File: config.mk
export PLATFORM = sky130hd
export DESIGN_NAME = led_mode_sched
export DESIGN_NICKNAME = d
export VERILOG_FILES = /design/src/rtl/blinky_pkg.sv /design/src/rtl/led_mode_sched_scan.sv /design/src/rtl/led_mode_sched.sv
export SDC_FILE = /design/constraint.sdc
export NUM_CORES = 1
export LEC_CHECK = 0
export CAP_MARGIN = 20
export CELL_PAD_IN_SITES_DETAIL_PLACEMENT = 1
export CELL_PAD_IN_SITES_GLOBAL_PLACEMENT = 1
export CORE_MARGIN = 5
export CORE_UTILIZATION = 40
export CTS_BUF_LIST = sky130_fd_sc_hd__clkbuf_16
export CTS_CLUSTER_SIZE = 14
export DETAILED_ROUTE_END_ITERATION = 6
export PLACE_DENSITY = 0.81
export SLEW_MARGIN = 20
export SYNTH_ARGS = -nofsm -noshare
export SYNTH_HDL_FRONTEND = slang
export SYNTH_SLANG_ARGS = --single-unit
File: constraint.sdc
create_clock -name clk -period 2.1 [get_ports clk]
set_clock_uncertainty 0.15 [all_clocks]
set_input_delay 0.42 -clock clk [delete_from_list [all_inputs] [get_ports clk]]
set_output_delay 0.42 -clock clk [all_outputs]
set_load 0.005 [all_outputs]
File: src/rtl/blinky_pkg.sv
// Shared types for the blinky LED path: display modes and scheduler states.
package blinky_pkg;

  localparam int unsigned MODE_NUM = 4;

  typedef enum logic [1:0] {
    COUNT = 2'd0,
    SCAN  = 2'd1,
    BLINK = 2'd2,
    HOLD  = 2'd3
  } mode_t;

  typedef enum logic {
    RUN    = 1'b0,
    SWITCH = 1'b1
  } sched_state_t;

  // Cyclic successor; HOLD wraps back to COUNT.
  function automatic mode_t next_mode(input mode_t m);
    logic [1:0] nxt;
    nxt = 2'(m) + 2'd1;
    return mode_t'(nxt);
  endfunction

endpackage

File: src/rtl/led_mode_sched_scan.sv
// Bouncing one-hot position for the SCAN pattern.
module led_scan_gen #(
  parameter int unsigned WIDTH = 8
) (
  input  logic             clk,
  input  logic             rst,
  input  logic             restart,
  input  logic             step,
  output logic [WIDTH-1:0] vec
);

  localparam int unsigned PW = (WIDTH > 1) ? $clog2(WIDTH) : 1;
  localparam logic [PW-1:0] LAST = PW'(WIDTH - 1);

  logic [PW-1:0] pos_q;
  logic          up_q;

  always_ff @(posedge clk) begin
    if (rst || restart) begin
      pos_q <= '0;
      up_q  <= 1'b1;
    end else if (step) begin
      if (up_q) begin
        if (pos_q == LAST) begin
          pos_q <= pos_q - PW'(1);
          up_q  <= 1'b0;
        end else begin
          pos_q <= pos_q + PW'(1);
        end
      end else begin
        if (pos_q == '0) begin
          pos_q <= pos_q + PW'(1);
          up_q  <= 1'b1;
        end else begin
          pos_q <= pos_q - PW'(1);
        end
      end
    end
  end

  always_comb begin
    vec = '0;
    for (int unsigned i = 0; i < WIDTH; i++) begin
      if (PW'(i) == pos_q) vec[i] = 1'b1;
    end
  end

endmodule

File: src/rtl/led_mode_sched.sv
// LED pattern scheduler: selects one of four patterns, switching on request or
// after a dwell of ticks, always through a one-cycle blank state.
module led_mode_sched
  import blinky_pkg::*;
#(
  parameter int unsigned WIDTH       = 8,
  parameter int unsigned DWELL_TICKS = 16
) (
  input  logic             clk,
  input  logic             rst,
  input  logic             tick,
  input  logic [WIDTH-1:0] count,
  input  logic             auto_en,
  input  logic             req_valid,
  input  logic [1:0]       req_mode,
  output logic             req_ready,
  output logic [1:0]       mode,
  output logic             mode_changed,
  output logic [WIDTH-1:0] leds
);

  localparam int unsigned DW = (DWELL_TICKS > 1) ? $clog2(DWELL_TICKS) : 1;
  localparam logic [DW-1:0] DWELL_LAST = DW'(DWELL_TICKS - 1);

  sched_state_t     state_q;
  mode_t            mode_q;
  mode_t            pend_q;
  logic [WIDTH-1:0] count_q;
  logic [WIDTH-1:0] capture_q;
  logic [DW-1:0]    dwell_q;
  logic             blink_q;
  logic             mode_changed_q;
  logic [WIDTH-1:0] scan_vec;

  logic accept;
  logic advance;
  logic leave;
  logic step;

  always_comb begin
    accept  = req_valid && (state_q == RUN);
    advance = auto_en && tick && (dwell_q == DWELL_LAST) && (state_q == RUN);
    leave   = accept || advance;
    // A tick coinciding with a switch must not step the pattern.
    step    = tick && (state_q == RUN) && !leave;
  end

  always_ff @(posedge clk) begin
    if (rst) begin
      state_q        <= RUN;
      mode_q         <= COUNT;
      pend_q         <= COUNT;
      count_q        <= '0;
      capture_q      <= '0;
      dwell_q        <= '0;
      blink_q        <= 1'b1;
      mode_changed_q <= 1'b0;
    end else begin
      count_q        <= count;
      mode_changed_q <= 1'b0;
      if (state_q == SWITCH) begin
        state_q        <= RUN;
        mode_q         <= pend_q;
        blink_q        <= 1'b1;
        mode_changed_q <= 1'b1;
      end else if (leave) begin
        state_q   <= SWITCH;
        pend_q    <= accept ? mode_t'(req_mode) : next_mode(mode_q);
        capture_q <= leds;
        dwell_q   <= '0;
      end else begin
        if (auto_en && tick) dwell_q <= dwell_q + DW'(1);
        if (step && mode_q == BLINK) blink_q <= ~blink_q;
      end
    end
  end

  led_scan_gen #(
    .WIDTH(WIDTH)
  ) u_scan (
    .clk    (clk),
    .rst    (rst),
    .restart(state_q == SWITCH),
    .step   (step && (mode_q == SCAN)),
    .vec    (scan_vec)
  );

  // Output select is driven purely by registers, so leds changes only at edges.
  always_comb begin
    leds = '0;
    if (state_q == RUN) begin
      unique case (mode_q)
        COUNT:   leds = count_q;
        SCAN:    leds = scan_vec;
        BLINK:   leds = {WIDTH{blink_q}};
        HOLD:    leds = capture_q;
        default: leds = '0;
      endcase
    end
  end

  assign req_ready    = (state_q == RUN);
  assign mode         = 2'(mode_q);
  assign mode_changed = mode_changed_q;

endmodule
; After elaboration in Yosys (flattened, before gate mapping)
; Cells that the tools add are included.
[word_totals]
mem_bits_ro = 0
in_bits = 15
regBits = 31
ram_bits = 0
out_inout_bits = 12
latchBits = 0
mem_count = 0
word_cells = 67
[classes]
magnitude_cmp = 0
mux = 20
mul = 0
n_reduce_logical = 18
div = 0
shift = 0
add_sub_neg = 4
n_bitwise = 3
eq_ne = 12
[op_table]
columns = op, n
row1 = one-hot mux 8 bit (4 select lines), 1
row2 = equality test 3 bit (first input constant), 4
row3 = two-way mux 1 bit, 12
row4 = two-way mux 3 bit, 3
row5 = logical AND 1 bit, 8
row6 = two-way mux 4 bit, 2
row7 = two-way mux 8 bit, 1
row8 = equality test 2 x 3 -> 1 bit (first input constant), 2
row9 = AND reduction 2 bit, 3
row10 = adder 4 x 1 -> 4 bit (second input constant), 1
row11 = equality test 2 bit (second input constant), 2
row12 = equality test 4 bit (second input constant), 1
row13 = adder 3 x 1 -> 3 bit (second input constant), 1
row14 = equality test 1 x 3 -> 1 bit (first input constant), 1
row15 = equality test 3 bit (second input constant), 1
row16 = logical NOT 3 bit, 1
row17 = NOT 1 bit, 3
row18 = subtractor 3 x 1 -> 3 bit (second input constant), 1
row19 = adder 2 x 1 -> 2 bit (second input constant), 1
row20 = equality test 2 x 1 -> 1 bit (second input constant), 1
row21 = logical NOT 2 bit, 1
row22 = logical OR 1 bit, 2
row23 = two-way mux 2 bit, 1
row24 = nonzero test 2 bit, 1
row25 = 2 further kinds, 2

; Longest topological paths before layout
; Gate-level depths: netlist of the first run.
[logic_depth]
word_depth = 8
ltp_mapped = 7
ltp_nobuf = 6

; Modules after synthesis
; From an unflattened synthesis of the first run, not the netlist that was laid out.
[unflattened]
hier_cells = 185
hier_area_um2 = 1676.6
[modules_own_cells]
columns = module, n_inst, seq_area_each_um2, cells_each, area_each_um2
row1 = led_mode_sched, 1, 540.5, 142, 1308.8
row2 = led_scan_gen, 1, 80.1, 43, 367.9

; Least setup slack after synthesis of the first run
; No wires, ideal clock.
[synth_path]
path_kind = register to output
startpoint = register mode_q[0], in the netlist mode[0]
endpoint = output port leds[1]
n_path_buf = 1
t_required_ps = 1530
t_arrival_ps = 1258
path_stages_with_launch = 6
path_slack_ps = 272
cell_sequence = dfxtp_1 inv_1 ha_1 buf_2 nor2b_1 a311oi_1
[synth_via]
elab_chain_len = 3
elab_cells_between_ends = 6
classes_between = eq/ne: 3 / mux: 2 / reduce/logical: 1
[synth_lines]
columns = item, line
row1 = from (decl), led_mode_sched.sv:26  ; mode_t mode_q;
row2 = from (signal assigned), led_mode_sched.sv:63  ; mode_q <= pend_q;
row3 = equality test 2 bit (tied with other cells), led_mode_sched.sv:92  ; unique case (mode_q)
row4 = one-hot mux 8 bit (4 select lines) (*), led_mode_sched.sv:92
row5 = two-way mux 8 bit (*), led_mode_sched.sv:91  ; if (state_q == RUN) begin
row6 = to (decl), led_mode_sched.sv:19  ; output logic [WIDTH-1:0] leds
; Every way passes the cells marked *; elsewhere a longest branch is shown, timed or not.

; Worst setup path after layout of the first run
[layout_path]
startpoint = register mode_q[0], in the netlist mode[0]
endpoint = output port leds[4]
; Same word-level chain as after synthesis.

==> impl_metrics.env, run 1 <==
export IMPL_drtAntennaViolNets=0
export IMPL_maxCapViolCount=0
export IMPL_synth_top_cell_area_share_pct=39.4
export IMPL_drive_above_1_share_pct=33.8
export IMPL_power_density_nw_per_um2=631
export IMPL_yosysMostFrequentCell="dfxtp_1"
export IMPL_comb_power_share_pct=16.2
export IMPL_routed_wl_um=5940
export IMPL_h_tree_depth=2
export IMPL_cpMostUsedCell="buf_6"
export IMPL_pwr_share_seq_pct=40.7
export IMPL_ctsRootBufferMaster="clkbuf_16"
export IMPL_grtUsageTotal_pct=22.6
export IMPL_dpl_instance_area_um2=1980
export IMPL_die_w_um=72.8
export IMPL_die_area_um2=5300
export IMPL_synth_edf_count=0
export IMPL_ys_flop_type="dfxtp_1"
export IMPL_drcViolationCount=0
export IMPL_arrival_ps=1630
export IMPL_worstMarginPinSlew_ps=383
export IMPL_grt_max_degree=14
export IMPL_slew_violations=0
export IMPL_pwr_share_clk_pct=43.1
export IMPL_cts_tree="done"
export IMPL_cp_cell_sequence="buf_6 -> ha_4 -> buf_6 -> a32oi_2 -> a221oi_4 -> buf_2"
export IMPL_switching_share_pct=24.1
export IMPL_r2r_setup_slack_ps=140
export IMPL_viasPerCell=5.53
export IMPL_ys_types=37
export IMPL_status="finished, violations left"
export IMPL_first_pass_iters=4
export IMPL_whs_ps=328
export IMPL_cp_start_kind="flop"
export IMPL_fillers=408
export IMPL_gp_congestion=0.806
export IMPL_antenna_found_initial=0
export IMPL_routedWlPerCell_um=21.8
export IMPL_setup_viol=8
export IMPL_setup_slack_ps=-97.9
export IMPL_n_antenna_cell=0
export IMPL_slew_headroom_pct=74.4
export IMPL_timing_rr_end="capture_q[0]"
export IMPL_final_util_pct=65.2
export IMPL_cts_sinks=31
export IMPL_synth_area_top_cells="dfxtp_1 (39%), ha_1 (9.5%), mux2i_1 (7.0%)"
export IMPL_grt_pass1_wl_um=8880
export IMPL_finalHoldViolCount=0
export IMPL_row_count=22
export IMPL_path_buf_inv=3
export IMPL_yosysSeqAreaShare_pct=39.4
export IMPL_crit_slowest_cell="dfxtp_4"
export IMPL_die_h_um=72.8
export IMPL_initial_core_util_pct=42.1
export IMPL_ys_async_sr_fraction_pct=0
export IMPL_ys_warnings_count=0
export IMPL_critPathRequiredTime_ps=1530
export IMPL_intPower_mw=1.17
export IMPL_min_period_ps=2200
export IMPL_hp_start="dwell_q[1]"
export IMPL_cts_buffer_depth=2
export IMPL_reg2regPathDepth=9
export IMPL_avgSynthCellArea_um2=9.44
export IMPL_insertion_delay_ps=280
export IMPL_rsz0062_at_grt="yes"
export IMPL_first_global_vias=1677
export IMPL_design_area_um2=2440
export IMPL_fmax_mhz=455
export IMPL_path_clk_slew_ps=50
export IMPL_syn_to_final_growth_pct=54.8
export IMPL_initialDrtViolationCount=69
export IMPL_violations="negative setup slack"
export IMPL_nets=252
export IMPL_ctsHoldBuffers=0
export IMPL_hpwl_um=3240
export IMPL_overflow=0
export IMPL_vias=1509
export IMPL_cellLeakagePower_nw=0.995
export IMPL_synth_nets=194
export IMPL_end_kind="primary output"
export IMPL_yosys_register_bits=31
export IMPL_core_um2=3740
export IMPL_hold_path_endpoint="dwell_q[1]"
export IMPL_critPathTopFamily="buffers and inverters"
export IMPL_syn_instance_count=167
export IMPL_r2r_start="mode[0]"
export IMPL_crit_type="reg2out"
export IMPL_cts_buffers=5
export IMPL_io_buffers=26
export IMPL_netlist_area_um2=1580
export IMPL_path_max_fanout=4
export IMPL_power_mw=1.54
export IMPL_period_share_pct=105
export IMPL_yosysTopAreaCell="dfxtp_1"
export IMPL_hold_class="reg2reg"
export IMPL_critPathMaxStageDelay_ps=390
export IMPL_io_pins=27
export IMPL_min_path_cells=2
export IMPL_netSwitchingPower_uw=370
export IMPL_ir_worst_vdd_uv=569
export IMPL_synth_commonest_cells="dfxtp_1 (31), nor2_1 (16), nor2b_1 (13), ha_1 (12), inv_1 (12)"
export IMPL_place_ws_ps=-398
==> per-layer routing <==
layer  wire length, um  share of wire, %  track usage (%)  up-vias
met4               113               1.9             10.2        0
li1                  -                 -                -      700
met1              2440                41             25.1      760
met5                 0                 0                0        -
met2              3220                54             40.8       34
met3               166               2.8             4.96       15
==> worst min-delay path: stages (launching register included) <==
cell and delay (ps):
dfxtp_1 320, nand2_1 60, a21oi_1 50
==> power groups by stage <==
stage	clock (mW)	combinational (mW)	sequential [mW]
global route	0.700	0.267	0.627
floorplan	0	0.0897	0.632
detailed placement	0	0.182	0.638
finish	0.663	0.250	0.626
global placement	0	0.174	0.637
CTS	0.655	0.214	0.629
==> state kept, by name, indices dropped and copies added (netlist names), 2 cells and up <==
register,count
capture_q,8
mode,2
u_scan.pos_q,3
pend_q,2
count_q,8
dwell_q,4
==> area by class of cell <==
cell class,instances,area [um^2],share of cell area (%)
Clock buffer,5,125,5.13
Multi-Input combinational cell,116,1050,43.2
Sequential cell,31,634,26.0
Clock inverter,2,8.76,0.359
Inverter,12,50.0,2.05
Tap cell,48,60.1,2.46
Timing Repair Buffer,59,507,20.8
==> through the flow <==
| stage | instances | setup TNS, ps |
|---|---|---|
| finish | 273 | -545 |
| global route | 273 | -912 |
| CTS | 265 | -103 |
| detailed placement | 248 | -2910 |
| global placement | 248 | -1860 |
| floorplan | 167 | 0 |
==> repair_timing <==
item                                    CTS  global route
buffers inserted                         10             8
resized for setup                        73             6
pin swaps                                11             8
hold endpoints to repair                  0             0
endpoints found under the setup margin    9             9
==> how the worst max path moves through the flow <==
| stage | start | endpoint | slack [ps] | cells after the start |
|---|---|---|---|---|
| global route | mode[0] | leds[4] | -150 | 6 |
| global placement | mode[0] | leds[4] | -250 | 5 |
| CTS | mode[0] | leds[4] | -20 | 6 |
| floorplan | mode[0] | leds[1] | 270 | 5 |
| detailed placement | mode[0] | leds[4] | -400 | 5 |
| finish | mode[0] | leds[4] | -100 | 6 |
==> placed cells by master, fill, tap and decap left out, types with 4 or more instances in the layout <==
cell             instances
clkbuf_16                5
xor2_1                   4
buf_6                    7
nand2_1                 10
clkdlybuf4s50_1         18
ha_1                     6
nor2_1                  16
nand3_1                  4
mux2i_1                 11
nor2b_1                 13
o21ai_0                  4
dfxtp_1                 26
a221oi_4                 5
buf_2                    8
buf_4                   25
ha_4                     4
inv_1                   10
==> logic make-up (layout without fill, tap and decap cells) <==
family                   Yosys count  count (layout)  synth area share, %
XOR/XNOR                           5               5                 2.78
AND/OR/NAND/NOR                   59              59                 20.2
buffers and inverters             20              78                 5.63
adder cells (fa/ha/maj)           12              12                 9.52
AO/OA/AOI/OAI                     29              29                 15.5
multiplexers                      11              11                 6.98
flip-flops                        31              31                 39.4
Power figures use the tool's default switching activity.
==> run 2: changes to the inputs <==
--- a/config.mk
+++ b/config.mk
@@ -14,7 +14,6 @@
 export CTS_CLUSTER_SIZE = 14
 export DETAILED_ROUTE_END_ITERATION = 6
 export PLACE_DENSITY = 0.81
-export SLEW_MARGIN = 20
 export SYNTH_ARGS = -nofsm -noshare
 export SYNTH_HDL_FRONTEND = slang
 export SYNTH_SLANG_ARGS = --single-unit
==> results of run 2 <==
Same layout as run 1: the final DEF is identical, and so are final timing and power.
==> run 3: changes to the inputs <==
--- a/config.mk
+++ b/config.mk
@@ -8,6 +8,7 @@
 export CAP_MARGIN = 20
 export CELL_PAD_IN_SITES_DETAIL_PLACEMENT = 1
 export CELL_PAD_IN_SITES_GLOBAL_PLACEMENT = 1
+export CORE_ASPECT_RATIO = 1.75
 export CORE_MARGIN = 5
 export CORE_UTILIZATION = 40
 export CTS_BUF_LIST = sky130_fd_sc_hd__clkbuf_16
==> run 3 against run 2 <==
Effect of this change:
- the flow still finishes with violations (negative setup slack)
- die area is 0.93% higher
- clock power is 24% higher
- hold slack better by 41 ps
- critical endpoint unchanged
==> impl_metrics.env, run 3 (synthesized netlist as in run 1, its figures left out) <==
export IMPL_whs_ps=369
export IMPL_nets=260
export IMPL_core_um2=3870
export IMPL_antenna_found_initial=0
export IMPL_path_clk_slew_ps=60
export IMPL_hold_class="reg2reg"
export IMPL_critPathRequiredTime_ps=1530
export IMPL_fmax_mhz=428
export IMPL_min_period_ps=2330
export IMPL_path_max_fanout=6
export IMPL_routedWlPerCell_um=23.5
export IMPL_arrival_ps=1760
export IMPL_finalHoldViolCount=0
export IMPL_place_inst=252
export IMPL_cts_sinks=31
export IMPL_die_h_um=93.1
export IMPL_power_density_nw_per_um2=677
export IMPL_period_share_pct=111
export IMPL_die_area_um2=5350
export IMPL_largestRegisters="capture_q: 8 flops, count_q: 8 flops, dwell_q: 4 flops"
export IMPL_ctsRootBufferMaster="clkbuf_16"
export IMPL_slew_violations=0
export IMPL_initial_core_util_pct=40.8
export IMPL_insertion_delay_ps=280
export IMPL_row_count=30
export IMPL_routed_wl_um=6620
export IMPL_drcViolationCount=0
export IMPL_cts_buffer_depth=2
export IMPL_io_buffers=26
export IMPL_h_tree_depth=2
export IMPL_crit_type="reg2out"
export IMPL_slew_headroom_pct=74.1
export IMPL_status="finished, violations left"
export IMPL_cts_tree="done"
export IMPL_final_cells=282
export IMPL_cp_start_kind="flop"
export IMPL_grtUsageTotal_pct=25.2
export IMPL_first_pass_iters=4
export IMPL_final_common_cell="buf_4"
export IMPL_syn_to_final_growth_pct=60.9
export IMPL_cellLeakagePower_nw=1.05
export IMPL_drtAntennaViolNets=0
export IMPL_grt_max_degree=16
export IMPL_viasPerCell=5.52
export IMPL_layout_common_cells="buf_4 (33), dfxtp_1 (27), clkdlybuf4s50_1 (18)"
export IMPL_ctsHoldBuffers=0
export IMPL_initialDrtViolationCount=36
export IMPL_vias=1557
export IMPL_setup_slack_ps=-234
export IMPL_gp_congestion=0.796
export IMPL_end_kind="primary output"
export IMPL_worstMarginPinSlew_ps=389
export IMPL_ir_worst_vdd_uv=533
export IMPL_die_w_um=57.5
export IMPL_overflow=0
export IMPL_violations="negative setup slack"
export IMPL_first_global_vias=1792
export IMPL_setup_viol=9
export IMPL_io_pins=27
export IMPL_cts_buffers=5
export IMPL_hpwl_um=3420
export IMPL_drive_above_1_share_pct=35.5
export IMPL_maxCapViolCount=0
export IMPL_rsz0062_at_grt="yes"
export IMPL_grt_pass1_wl_um=9830
export IMPL_power_mw=1.72
export IMPL_n_antenna_cell=0
## run 3: cell count changes in the layout (fill, tap and decap cells not counted), sizes merged
cell / before / now
buf: 41 / 49
bufinv: 0 / 1
## run 3: repair_timing
item,in CTS,in global routing
pin swaps,8,6
resized for setup,70,6
buffers inserted,17,5
endpoints found under the setup margin,9,9
## run 3: layer usage
metal	track usage, %	vias to the layer above	wire length [um]
li1	-	712	-
met1	22.0	765	2240
met2	47.5	50	3720
met3	5.80	30	235
met4	18.6	0	421
met5	0	-	0
## run 3: critical path: stages (launching register included)
cell and delay [ps]:
dfxtp_4 400, inv_4 50, buf_6 110, ha_4 170
a21oi_4 300, buf_4 200, a221oi_4 80, buf_2 160
## run 3: layout make-up
class	instances	area [um^2]
Clock inverter	3	38.8
Sequential cell	31	633
Clock buffer	5	125
Inverter	12	50.0
Tap cell	48	60.1
Fill cell	422	1330
Timing Repair Buffer	67	576
Multi-Input combinational cell	116	1050
## run 3: path summary, 6_finish.rpt
kind	depth (start not counted)	slack, ps	endpoint	from
min	2	370	dwell_q[1]	dwell_q[1]
max	7	-230	leds[4]	mode[0]
min reg2reg	2	370	dwell_q[1]	dwell_q[1]
max reg2reg	10	-10	capture_q[1]	mode[0]
## run 3: where the power goes
group          switching [mW]  leakage (nW)  internal [mW]
clock                   0.266        0.0812          0.553
sequential             0.0241         0.256          0.610
combinational           0.118         0.712          0.145
total                   0.409          1.05           1.31
## run 3: through the flow
step | setup WS (ps) | util, % | cell area [um^2] | TNS, ps
floorplan | 272 | - | 1580 | 0
global placement | -271 | 52.3 | 2020 | -1860
detailed placement | -375 | 52.3 | 2020 | -2650
CTS | -99.1 | 63.3 | 2450 | -626
global route | -264 | 65.6 | 2540 | -1780
finish | -234 | 65.6 | 2540 | -1410
